### src/rtl/alu_seq_core.sv
// Registered, handshaked ALU with accumulator operand, full flags and bit-serial shifts.
// Optional ALU_SAT_EN: arithmetic results saturate on signed overflow instead of wrapping.
module alu_seq_core #(
    parameter int WIDTH = 8,
    parameter int SHW   = $clog2(WIDTH)
) (
    input  logic             clk,
    input  logic             reset,
    input  logic             in_valid,
    output logic             in_ready,
    input  logic             mode,
    input  logic [2:0]       oper,
    input  logic [WIDTH-1:0] a,
    input  logic [WIDTH-1:0] b,
    input  logic             use_acc,
    output logic             out_valid,
    input  logic             out_ready,
    output logic [WIDTH-1:0] result,
    output logic             carry,
    output logic             overflow,
    output logic             zero,
    output logic             negative,
    output logic             busy
);
    typedef enum logic [1:0] {IDLE, EXEC, DONE} state_t;

    state_t           state_q;
    logic [WIDTH-1:0] result_q, sh_q;
    logic [SHW-1:0]   cnt_q;
    logic             dir_q;
    logic             carry_q, ovf_q, zero_q, neg_q, out_valid_q, busy_q;

    logic [WIDTH-1:0] opa, x, y, res_d, sh_d;
    logic [WIDTH:0]   sum;
    logic [SHW-1:0]   shamt;
    logic             cin, carry_d, ovf_d, accept, go_exec, sh_out;

    assign in_ready = !reset && (state_q == IDLE || (state_q == DONE && out_ready));
    assign accept   = in_valid && in_ready;
    assign opa      = use_acc ? result_q : a;
    assign shamt    = b[SHW-1:0];
    assign go_exec  = mode && (oper[2:1] == 2'b11) && (shamt != '0);

    // Shift datapath moves one bit per cycle; the result register keeps the old acc meanwhile.
    assign sh_d   = dir_q ? (sh_q >> 1) : (sh_q << 1);
    assign sh_out = dir_q ? sh_q[0] : sh_q[WIDTH-1];

    always_comb begin
        x   = opa;
        y   = '0;
        cin = 1'b0;
        case (oper)
            3'b000: y = b;
            3'b001: begin y = ~b; cin = 1'b1; end
            3'b010: y = ~b;
            3'b011: begin y = b; cin = 1'b1; end
            3'b100: cin = 1'b1;
            3'b101: y = '1;
            3'b110: begin x = b; cin = 1'b1; end
            default: begin x = b; y = '1; end
        endcase
        sum     = {1'b0, x} + {1'b0, y} + {{WIDTH{1'b0}}, cin};
        res_d   = opa;
        carry_d = 1'b0;
        ovf_d   = 1'b0;
        if (!mode) begin
            res_d   = sum[WIDTH-1:0];
            carry_d = sum[WIDTH];
            ovf_d   = (x[WIDTH-1] == y[WIDTH-1]) && (sum[WIDTH-1] != x[WIDTH-1]);
`ifdef ALU_SAT_EN
            if (ovf_d)
                res_d = x[WIDTH-1] ? {1'b1, {(WIDTH-1){1'b0}}} : {1'b0, {(WIDTH-1){1'b1}}};
`endif
        end else begin
            case (oper)
                3'b000: res_d = opa & b;
                3'b001: res_d = ~opa;
                3'b010: res_d = ~b;
                3'b011: res_d = opa | b;
                3'b100: res_d = opa ^ b;
                3'b101: res_d = ~(opa & b);
                default: res_d = opa;   // zero-length shift passes A through
            endcase
        end
    end

    always_ff @(posedge clk) begin
        if (reset) begin
            state_q     <= IDLE;
            result_q    <= '0;
            sh_q        <= '0;
            cnt_q       <= '0;
            dir_q       <= 1'b0;
            carry_q     <= 1'b0;
            ovf_q       <= 1'b0;
            zero_q      <= 1'b0;
            neg_q       <= 1'b0;
            out_valid_q <= 1'b0;
            busy_q      <= 1'b0;
        end else begin
            case (state_q)
                IDLE, DONE: begin
                    if (accept) begin
                        if (go_exec) begin
                            sh_q        <= opa;
                            cnt_q       <= shamt;
                            dir_q       <= oper[0];
                            out_valid_q <= 1'b0;
                            busy_q      <= 1'b1;
                            state_q     <= EXEC;
                        end else begin
                            result_q    <= res_d;
                            carry_q     <= carry_d;
                            ovf_q       <= ovf_d;
                            zero_q      <= (res_d == '0);
                            neg_q       <= res_d[WIDTH-1];
                            out_valid_q <= 1'b1;
                            state_q     <= DONE;
                        end
                    end else if (state_q == DONE && out_ready) begin
                        out_valid_q <= 1'b0;
                        state_q     <= IDLE;
                    end
                end
                EXEC: begin
                    sh_q  <= sh_d;
                    cnt_q <= cnt_q - 1'b1;
                    if (cnt_q == SHW'(1)) begin
                        result_q    <= sh_d;
                        carry_q     <= sh_out;
                        ovf_q       <= 1'b0;
                        zero_q      <= (sh_d == '0);
                        neg_q       <= sh_d[WIDTH-1];
                        out_valid_q <= 1'b1;
                        busy_q      <= 1'b0;
                        state_q     <= DONE;
                    end
                end
                default: state_q <= IDLE;
            endcase
        end
    end

    assign result    = result_q;
    assign carry     = carry_q;
    assign overflow  = ovf_q;
    assign zero      = zero_q;
    assign negative  = neg_q;
    assign out_valid = out_valid_q;
    assign busy      = busy_q;
endmodule

### config.mk
export PLATFORM = sky130hd
export DESIGN_NAME = alu_seq_core
export DESIGN_NICKNAME = d
export VERILOG_FILES = /design/src/rtl/alu_seq_core.sv
export SDC_FILE = /design/constraint.sdc
export NUM_CORES = 1
export LEC_CHECK = 0
export CORE_MARGIN = 2
export CORE_UTILIZATION = 50
export DETAILED_ROUTE_END_ITERATION = 16
export PLACE_DENSITY = 0.84
export SLEW_MARGIN = 20
export SYNTH_ARGS = -nofsm -noshare
export SYNTH_HDL_FRONTEND = slang
export SYNTH_SLANG_ARGS = --single-unit
### constraint.sdc
create_clock -name clk -period 7.8 [get_ports clk]
set_input_delay 1.17 -clock clk [delete_from_list [all_inputs] [get_ports clk]]
set_output_delay 1.17 -clock clk [all_outputs]
set_load 0.005 [all_outputs]
==> results.json, run 1 <==
{
  "num_vias": 2917,
  "p_leak_nw": 1.30,
  "cpMaxStageDelayCell": "clkdlybuf4s50_1",
  "finalMaxSlewViolations": 0,
  "clock_sinks": 27,
  "rsz0062_at_grt": "no",
  "totalWireLength_um": 7650,
  "clock_skew_ps": 4.56,
  "post_cts_buffers": 0,
  "final_util_pct": 59.4,
  "diodes": 0,
  "fin_ws_ps": 3060,
  "crit_chain": "clkdlybuf4s50_1 -> inv_1 -> xnor2_1 -> fa_1 -> inv_1 -> fa_1 -> nand2b_1 -> a21oi_1 -> xnor2_1 -> a21oi_1 -> nand3_1 -> or4_1 -> o21ai_1",
  "avgViaCountPerCell": 6.09,
  "irDropWorstVdd_mv": 0.0630,
  "tns_ps": 0,
  "crit_family": "buffers and inverters",
  "clockBufferDepth": 2,
  "cp.arrival_ps": 4960,
  "initial_core_util_pct": 51.6,
  "hold_path_class": "reg2reg",
  "setup_violations": 0,
  "power.density_nw_per_um2": 133,
  "core_um2": 5510,
  "cts_buffers": 3,
  "place_hpwl_um": 5600,
  "synth-xor-area-share_pct": 7.10,
  "grt_pass1_vias": 2664,
  "synth_area_leader_cell": "dfxtp_1",
  "post_drt_wl_per_cell_um": 16.0,
  "dpl_worst_slack_ps": 2790,
  "post-route-period-util_pct": 60.8,
  "grt_max_degree": 34,
  "top_usage_layer": "met2",
  "worst_slew_pin_slew_ps": 1090,
  "max_stage_delay_ps": 950,
  "io_pins": 40,
  "layout-drive-gt1-share_pct": 4.42,
  "netlist-cell-type-count": 59,
  "synthToLayoutAreaGrowth_pct": 15.2,
  "antenna_found_initial": 0,
  "synth.avg_cell_area_um2": 7.34,
  "gp_congestion": 0.898,
  "drc_errors": 0,
  "crit_path_start_kind": "primary input",
  "synth_mux_area_share_pct": 5.69,
  "clock.fmax_mhz": 211,
  "r2r_slack_ps": 4810,
  "netlist_instances": 387,
  "grt.overflow.total": 0,
  "synthAdderAreaFrac_pct": 12.4,
  "drtIter0Drc": 195,
  "cts_tree": "built",
  "cts_hold_buf": 0,
  "synth-simple-area-share_pct": 19.3,
  "outcome": "completed",
  "yosysWarnings": 0,
  "path_max_fanout": 23,
  "first_pass_iters": 4,
  "maxCapViolCount": 0,
  "grt_pass1_wl_um": 12600,
  "netlist_area_um2": 2840,
  "fin_crit_ps": 4740,
  "synthTopCellsByArea": "dfxtp_1, ha_1, a21oi_1, xnor2_1, nor2_1",
  "gr-usage-met3_pct": 3.86,
  "synthArstFlopShare_pct": 0,
  "synth_top_family_by_area": "compound AO/OA/AOI/OAI gates",
  "synth.top_cell.area_share_pct": 19.0,
  "grt_util_all_layers_pct": 24.7,
  "fp.dieH_um": 79.4,
  "cp.required_ps": 8020,
  "cts_resized": 0,
  "clk_pin_slew_worst_paths_ps": 90,
  "ys_seq_area_share_pct": 19.0,
  "syn-num-nets": 439,
  "die_w_um": 79.4,
  "hold_violations": 0,
  "synth_seq_cells": 27,
  "dieArea_um2": 6300,
  "grt_util_met2_pct": 41.4,
  "maxSlewHeadroom_pct": 27.0,
  "use_met1_pct": 33.0,
  "synth-edff-count": 0,
  "synth_compound_area_share_pct": 28.3,
  "portBuffers": 39,
  "insertion_delay_ps": 280,
  "detail-route-antenna-nets": 0,
  "path_buf_inv": 3,
  "cp-end-kind": "register",
  "core.rowCount": 27,
  "worstSetupPathType": "in2reg",
  "cts_max_level": 1,
  "nNetsFinal": 460,
  "cts-root-buf": "clkbuf_8",
  "synth_ff_type": "dfxtp_1"
}
## state kept, by name (all words and copies together), names as in the netlist
name / cells
busy: 1
carry: 1
cnt_q: 3
dir_q: 1
out_valid: 1
overflow: 1
result: 8
sh_q: 8
state_q: 2
zero: 1
## layout make-up
cell class | count | area (µm²)
multi-input cells | 305 | 2070
flip-flops and latches | 27 | 541
fillers | 507 | 2240
repair buffers | 42 | 413
clock buffers | 4 | 45.0
inverters | 29 | 109
well taps | 72 | 90.1
## cell usage after synthesis, types with 12 or more instances
master / instances
a21oi_1: 51
clkbuf_1: 17
dfxtp_1: 27
xnor2_1: 21
mux2i_1: 15
inv_1: 27
o21ai_0: 16
nor2_1: 43
nor2b_1: 12
ha_1: 25
nand2_1: 29
## placed cells by master (no fill, tap or decap), types with 3 or more instances in the layout
master,Yosys,final
inv_1,27,27
dfxtp_1,27,27
nand2b_1,6,6
nand3_1,6,6
o21ai_0,16,16
a21oi_1,51,51
a31oi_1,5,5
clkbuf_8,0,3
xnor2_1,21,21
nor2_1,43,43
buf_4,1,3
mux2i_1,15,15
clkdlybuf4s50_1,0,39
o211ai_1,4,4
a221oi_1,6,6
o22ai_1,6,6
a221o_1,3,3
nand2_1,29,29
a211oi_1,3,3
o21ai_1,3,3
nor2b_1,12,12
ha_1,25,25
o221ai_1,3,3
## cells by family (layout without fill, tap and decap cells)
family,after synthesis,in the layout
AO/OA/AOI/OAI,125,125
AND/OR/NAND/NOR,114,114
buffers and inverters,55,75
adder cells (fa/ha/maj),27,27
flip-flops,27,27
XOR/XNOR,23,23
multiplexers,16,16
## per-stage QoR
| step | power, W | area [µm²] | instances | hold slack (ps) |
|---|---|---|---|---|
| 2_1_floorplan | 0.000295 | 2840 | 387 | 453 |
| 3_3_place_gp | 0.000345 | 3220 | 475 | 445 |
| 3_5_place_dp | 0.000350 | 3220 | 475 | 446 |
| 4_1_cts | 0.000432 | 3270 | 479 | 459 |
| 5_1_grt | 0.000462 | 3270 | 479 | 482 |
| 6_report | 0.000434 | 3270 | 479 | 459 |
## worst paths after layout
check,start,to,depth (start not counted)
setup / recovery,oper[0],zero$_SDFFE_PP0P_,13
hold / removal,busy$_SDFFE_PP0P_,busy$_SDFFE_PP0P_,2
setup reg to reg,result[0]$_SDFFE_PP0P_,zero$_SDFFE_PP0P_,12
hold reg to reg,busy$_SDFFE_PP0P_,busy$_SDFFE_PP0P_,2
## power breakdown
group          leakage [nW]  internal (W)  total (W)  switching, W
Sequential            0.219      0.000144   0.000149    0.00000492
Clock                0.0228     0.0000368  0.0000820     0.0000453
Combinational          1.06     0.0000929   0.000203      0.000110
## worst register-to-register path: cells and delay by family (launching register included)
family | cells | cell delay [ps]
AND/OR/NAND/NOR | 3 | 740
AO/OA/AOI/OAI | 4 | 550
buffers and inverters | 1 | 90
flip-flops | 1 | 340
adder cells (fa/ha/maj) | 2 | 660
XOR/XNOR | 1 | 130
multiplexers | 1 | 420
## routing by layer
layer	vias to the layer above	share of wire (%)
met4	0	2.1
li1	1417	-
met2	112	47
met5	-	0
met1	1374	45
met3	14	6.3
Power figures use the tool's default switching activity.
==> run 2, diff against run 1 <==
--- a/config.mk
+++ b/config.mk
@@ -8,7 +8,7 @@
 export CORE_MARGIN = 2
 export CORE_UTILIZATION = 50
 export DETAILED_ROUTE_END_ITERATION = 16
-export PLACE_DENSITY = 0.84
+export PLACE_DENSITY = 0.87
 export SLEW_MARGIN = 20
 export SYNTH_ARGS = -nofsm -noshare
 export SYNTH_HDL_FRONTEND = slang
==> constraint.sdc (replaced) <==
create_clock -name clk -period 4 [get_ports clk]
set_input_delay 0.6 -clock clk [delete_from_list [all_inputs] [get_ports clk]]
set_output_delay 0.6 -clock clk [all_outputs]
set_load 0.005 [all_outputs]
==> results.json, run 2 (same netlist as run 1, synthesis figures left out) <==
{
  "outcome": "completed",
  "mostFrequentLayoutCell": "a21oi_1",
  "num_vias": 3102,
  "cts_resized": 0,
  "place_hpwl_um": 6280,
  "maxCapViolCount": 0,
  "cp.arrival_ps": 3770,
  "r2r_slack_ps": 1170,
  "synthToLayoutAreaGrowth_pct": 20.1,
  "diodes": 0,
  "grt.overflow.total": 0,
  "max_stage_delay_ps": 540,
  "worstSetupPathType": "in2reg",
  "n_fill_cell": 493,
  "grt_pass1_wl_um": 13500,
  "fin_crit_ps": 3550,
  "die_w_um": 79.4,
  "irDropWorstVdd_mv": 0.149,
  "io_pins": 40,
  "worst_slew_pin_slew_ps": 690,
  "cpMaxStageDelayCell": "clkdlybuf4s50_1",
  "grt_pass1_vias": 2891,
  "finalMaxSlewViolations": 0,
  "rsz0062_at_grt": "no",
  "path_buf_inv": 3,
  "dieArea_um2": 6300,
  "insertion_delay_ps": 270,
  "portBuffers": 39,
  "grt_util_all_layers_pct": 26.7,
  "cp.required_ps": 4210,
  "post_drt_wl_per_cell_um": 16.8,
  "layout-drive-gt1-share_pct": 8.69,
  "gp_congestion": 0.898,
  "final_util_pct": 61.9,
  "initial_core_util_pct": 51.6,
  "antenna_found_initial": 0,
  "cts_hold_buf": 0,
  "clockBufferDepth": 2,
  "crit_path_start_kind": "primary input",
  "cts_buffers": 3,
  "tns_ps": 0,
  "fin_hold_ws_ps": 468,
  "crit_chain": "clkdlybuf4s50_1 -> buf_4 -> xnor2_1 -> nor2_1 -> xnor2_1 -> inv_1 -> fa_1 -> nand2b_1 -> a21oi_1 -> xnor2_1 -> a21oi_1 -> nand3_1 -> or4_1 -> o21ai_1",
  "drc_errors": 0,
  "nNetsFinal": 479,
  "stdcell_count": 498,
  "path_max_fanout": 18,
  "cp-end-kind": "register",
  "core.rowCount": 27,
  "dp.cells": 494,
  "setup_violations": 0,
  "cts_tree": "built",
  "clk_pin_slew_worst_paths_ps": 90,
  "crit_family": "buffers and inverters",
  "fp.dieH_um": 79.4,
  "power.density_nw_per_um2": 254,
  "hold_violations": 0,
  "drtIter0Drc": 277,
  "core_um2": 5510,
  "post_cts_buffers": 0,
  "post-route-period-util_pct": 88.8,
  "cts_max_level": 1,
  "grt_max_degree": 25,
  "first_pass_iters": 5,
  "layout_common_cells": "a21oi_1, nor2_1, clkdlybuf4s50_1, nand2_1",
  "cts-root-buf": "clkbuf_8",
  "p_leak_nw": 1.39,
  "cp_common_cell": "xnor2_1",
  "fin_area_um2": 3410,
  "maxSlewHeadroom_pct": 54.0,
  "hold_path_class": "reg2reg",
  "totalWireLength_um": 8340,
  "clock_skew_ps": 2.50,
  "clock.fmax_mhz": 281,
  "place_area_um2": 3360,
  "clock_sinks": 27,
  "detail-route-antenna-nets": 0,
  "avgViaCountPerCell": 6.23
}
run 2: cell count changes in the layout (fill, tap and decap cells not counted):
cell     before  now
nor3b_1       0    1
nor3b_2       1    0
nor2b_1      12   11
buf_4         3   22
nor2b_2       0    1
run 2: area by class of cell:
class / count / area (µm²) / share of cell area, %
timing repair buffer: 61 / 556 / 16.3
sequential: 27 / 541 / 15.9
clock buffer: 4 / 45.0 / 1.32
inverter: 29 / 109 / 3.19
multi-input combinational: 305 / 2070 / 60.7
tap: 72 / 90.1 / 2.64
run 2: report_power, final:
group	internal [W]	switching (W)	total, W
Clock	0.0000715	0.0000843	0.000156
Sequential	0.000281	0.0000106	0.000291
Combinational	0.000197	0.000223	0.000419
run 2: per-layer routing:
metal / up-vias / global-route usage, % / share of wire [%]
met4: 0 / 8.79 / 2.6
met1: 1445 / 35.0 / 42
li1: 1453 / - / -
met5: - / 0 / 0
met2: 173 / 45.2 / 47
met3: 31 / 3.75 / 7.8
run 2: worst reg2reg max path: cells and delay by family, from the launching register on:
family,cells,cell delay [ps]
mux,1,100
xor+xnor,1,80
simple gates,4,880
buf+inv,1,110
compound gates,4,810
flops,1,360
fa+ha+maj,1,430
run 2: final timing paths:
| kind | startpoint | end | cells past startpoint |
|---|---|---|---|
| hold reg to reg | busy$_SDFFE_PP0P_ | busy$_SDFFE_PP0P_ | 2 |
| setup reg to reg | result[1]$_SDFFE_PP0P_ | zero$_SDFFE_PP0P_ | 12 |
| hold / removal | busy$_SDFFE_PP0P_ | busy$_SDFFE_PP0P_ | 2 |
| setup / recovery | oper[1] | zero$_SDFFE_PP0P_ | 14 |
run 2: metrics by stage:
stage	setup slack [ps]	power [W]
after floorplan	269	0.000575
final	447	0.000866
after global routing	239	0.000916
after CTS	468	0.000859
after detailed placement	194	0.000708
after global placement	278	0.000696
==> run 3, diff against run 2 <==
--- a/config.mk
+++ b/config.mk
@@ -7,8 +7,10 @@
 export LEC_CHECK = 0
 export CORE_MARGIN = 2
 export CORE_UTILIZATION = 50
+export CTS_BUF_LIST = sky130_fd_sc_hd__clkbuf_2
 export DETAILED_ROUTE_END_ITERATION = 16
 export PLACE_DENSITY = 0.87
+export SETUP_SLACK_MARGIN = 0.5
 export SLEW_MARGIN = 20
 export SYNTH_ARGS = -nofsm -noshare
 export SYNTH_HDL_FRONTEND = slang
==> results.json, run 3 (same netlist as run 1, synthesis figures left out) <==
{
  "regArea_um2": 541,
  "layout_common_cells": "a21oi_1, nor2_1, clkdlybuf4s50_1, nand2_1",
  "n_fill_cell": 485,
  "cts-root-buf": "clkbuf_2",
  "num_vias": 3076,
  "p_total_w": 0.000825,
  "outcome": "completed",
  "cp.arrival_ps": 3670,
  "grt.overflow.total": 0,
  "worstSetupPathType": "in2reg",
  "fin_crit_ps": 3320,
  "diodes": 0,
  "post_drt_wl_per_cell_um": 16.4,
  "io_pins": 40,
  "fin_ws_ps": 681,
  "intPower_w": 0.000507,
  "finalMaxSlewViolations": 0,
  "dpl_worst_slack_ps": 189,
  "fp.dieH_um": 79.4,
  "clock_skew_ps": 12.3,
  "cts_tree": "built",
  "drtIter0Drc": 353,
  "avgViaCountPerCell": 6.15,
  "gp_congestion": 0.896,
  "cts_buffers": 3,
  "grt_pass1_vias": 2884,
  "hold_violations": 0,
  "nNetsFinal": 481,
  "portBuffers": 39,
  "grt_pass1_wl_um": 13600,
  "drc_errors": 0,
  "cp.required_ps": 4350,
  "layout-drive-gt1-share_pct": 9.35,
  "first_pass_iters": 5,
  "hold_path_class": "reg2reg",
  "clockBufferDepth": 2,
  "irDropWorstVdd_mv": 0.131,
  "insertion_delay_ps": 380,
  "initial_core_util_pct": 51.6,
  "p_leak_nw": 1.43,
  "sw_frac_of_total_pct": 38.6,
  "place_hpwl_um": 6090,
  "clock_sinks": 27,
  "pwr-share-comb_pct": 51.5,
  "antenna_found_initial": 0,
  "cts_max_level": 1,
  "final_util_pct": 62.0,
  "p_sw_w": 0.000318,
  "tns_ps": 0,
  "clock.fmax_mhz": 301,
  "worst_slew_pin_slew_ps": 714,
  "maxCapViolCount": 0,
  "grt_util_all_layers_pct": 26.7,
  "synthToLayoutAreaGrowth_pct": 20.2,
  "power.density_nw_per_um2": 242,
  "totalWireLength_um": 8180,
  "clk_pin_slew_worst_paths_ps": 250,
  "maxSlewHeadroom_pct": 52.4,
  "dieArea_um2": 6300,
  "die_w_um": 79.4,
  "path_max_fanout": 4,
  "core_um2": 5510,
  "multi_input_area_um2": 2070,
  "power_frac_seq_pct": 35.3,
  "rsz0062_at_grt": "no",
  "mostFrequentLayoutCell": "a21oi_1",
  "post-route-period-util_pct": 83.0,
  "setup_violations": 0,
  "crit_path_start_kind": "primary input",
  "clkPwrFrac_pct": 13.2,
  "cp-end-kind": "register",
  "core.rowCount": 27,
  "detail-route-antenna-nets": 0,
  "grt_max_degree": 25
}
## run 3: cell count changes in the layout (fill, tap and decap cells not counted), sizes merged
cell           delta
clkdlybuf4s50     -3
buf               +2
dlymetal6s2s      +3
## run 3: path summary, 6_finish.rpt
kind | slack [ps] | endpoint | cells after the start | from
max | 680 | zero$_SDFFE_PP0P_ | 14 | oper[1]
min | 480 | busy$_SDFFE_PP0P_ | 2 | busy$_SDFFE_PP0P_
max reg2reg | 1160 | zero$_SDFFE_PP0P_ | 12 | result[0]$_SDFFE_PP0P_
min reg2reg | 480 | busy$_SDFFE_PP0P_ | 2 | busy$_SDFFE_PP0P_
## run 3: what timing repair did
item	in CTS	in global routing
hold buffers	0	0
resized for setup	0	6
endpoints found under the setup margin	0	2
buffers inserted	0	1
## run 3: power groups by stage
stage	logic (W)	registers, W	clock network, W
after floorplan	0.000281	0.000295	0
after global placement	0.000395	0.000296	0
after detailed placement	0.000410	0.000296	0
after CTS	0.000413	0.000291	0.000108
after global routing	0.000467	0.000294	0.000123
final	0.000425	0.000291	0.000109
## run 3: worst max-delay path: stages
cell and delay, ps:
clkdlybuf4s50_1 560, xnor2_1 140, nor2_1 60, xnor2_1 250, fa_1 270, inv_1 70
fa_1 400, nand2b_1 180, a21oi_1 160, xnor2_1 100, a21oi_2 140, nand3_1 90
or4_1 510, o21ai_1 120
## run 3: per-stage QoR
stage / area [µm²] / std cells / hold slack (ps)
floorplan: 2850 / 387 / 453
global placement: 3370 / 495 / 447
detailed placement: 3370 / 495 / 455
CTS: 3390 / 499 / 482
global route: 3410 / 500 / 512
finish: 3410 / 500 / 482
## run 3: final cells by class
cell class	instances	share of cell area, %
timing repair buffer	63	17.1
inverter	29	3.19
sequential	27	15.8
tap	72	2.64
clock buffer	4	0.587
multi-input combinational	305	60.7
## run 3: per-layer routing
layer	track usage, %	share of wire (%)
met1	34.0	40
met2	45.5	47
met3	3.41	8.6
met4	10.5	3.8
met5	0	0
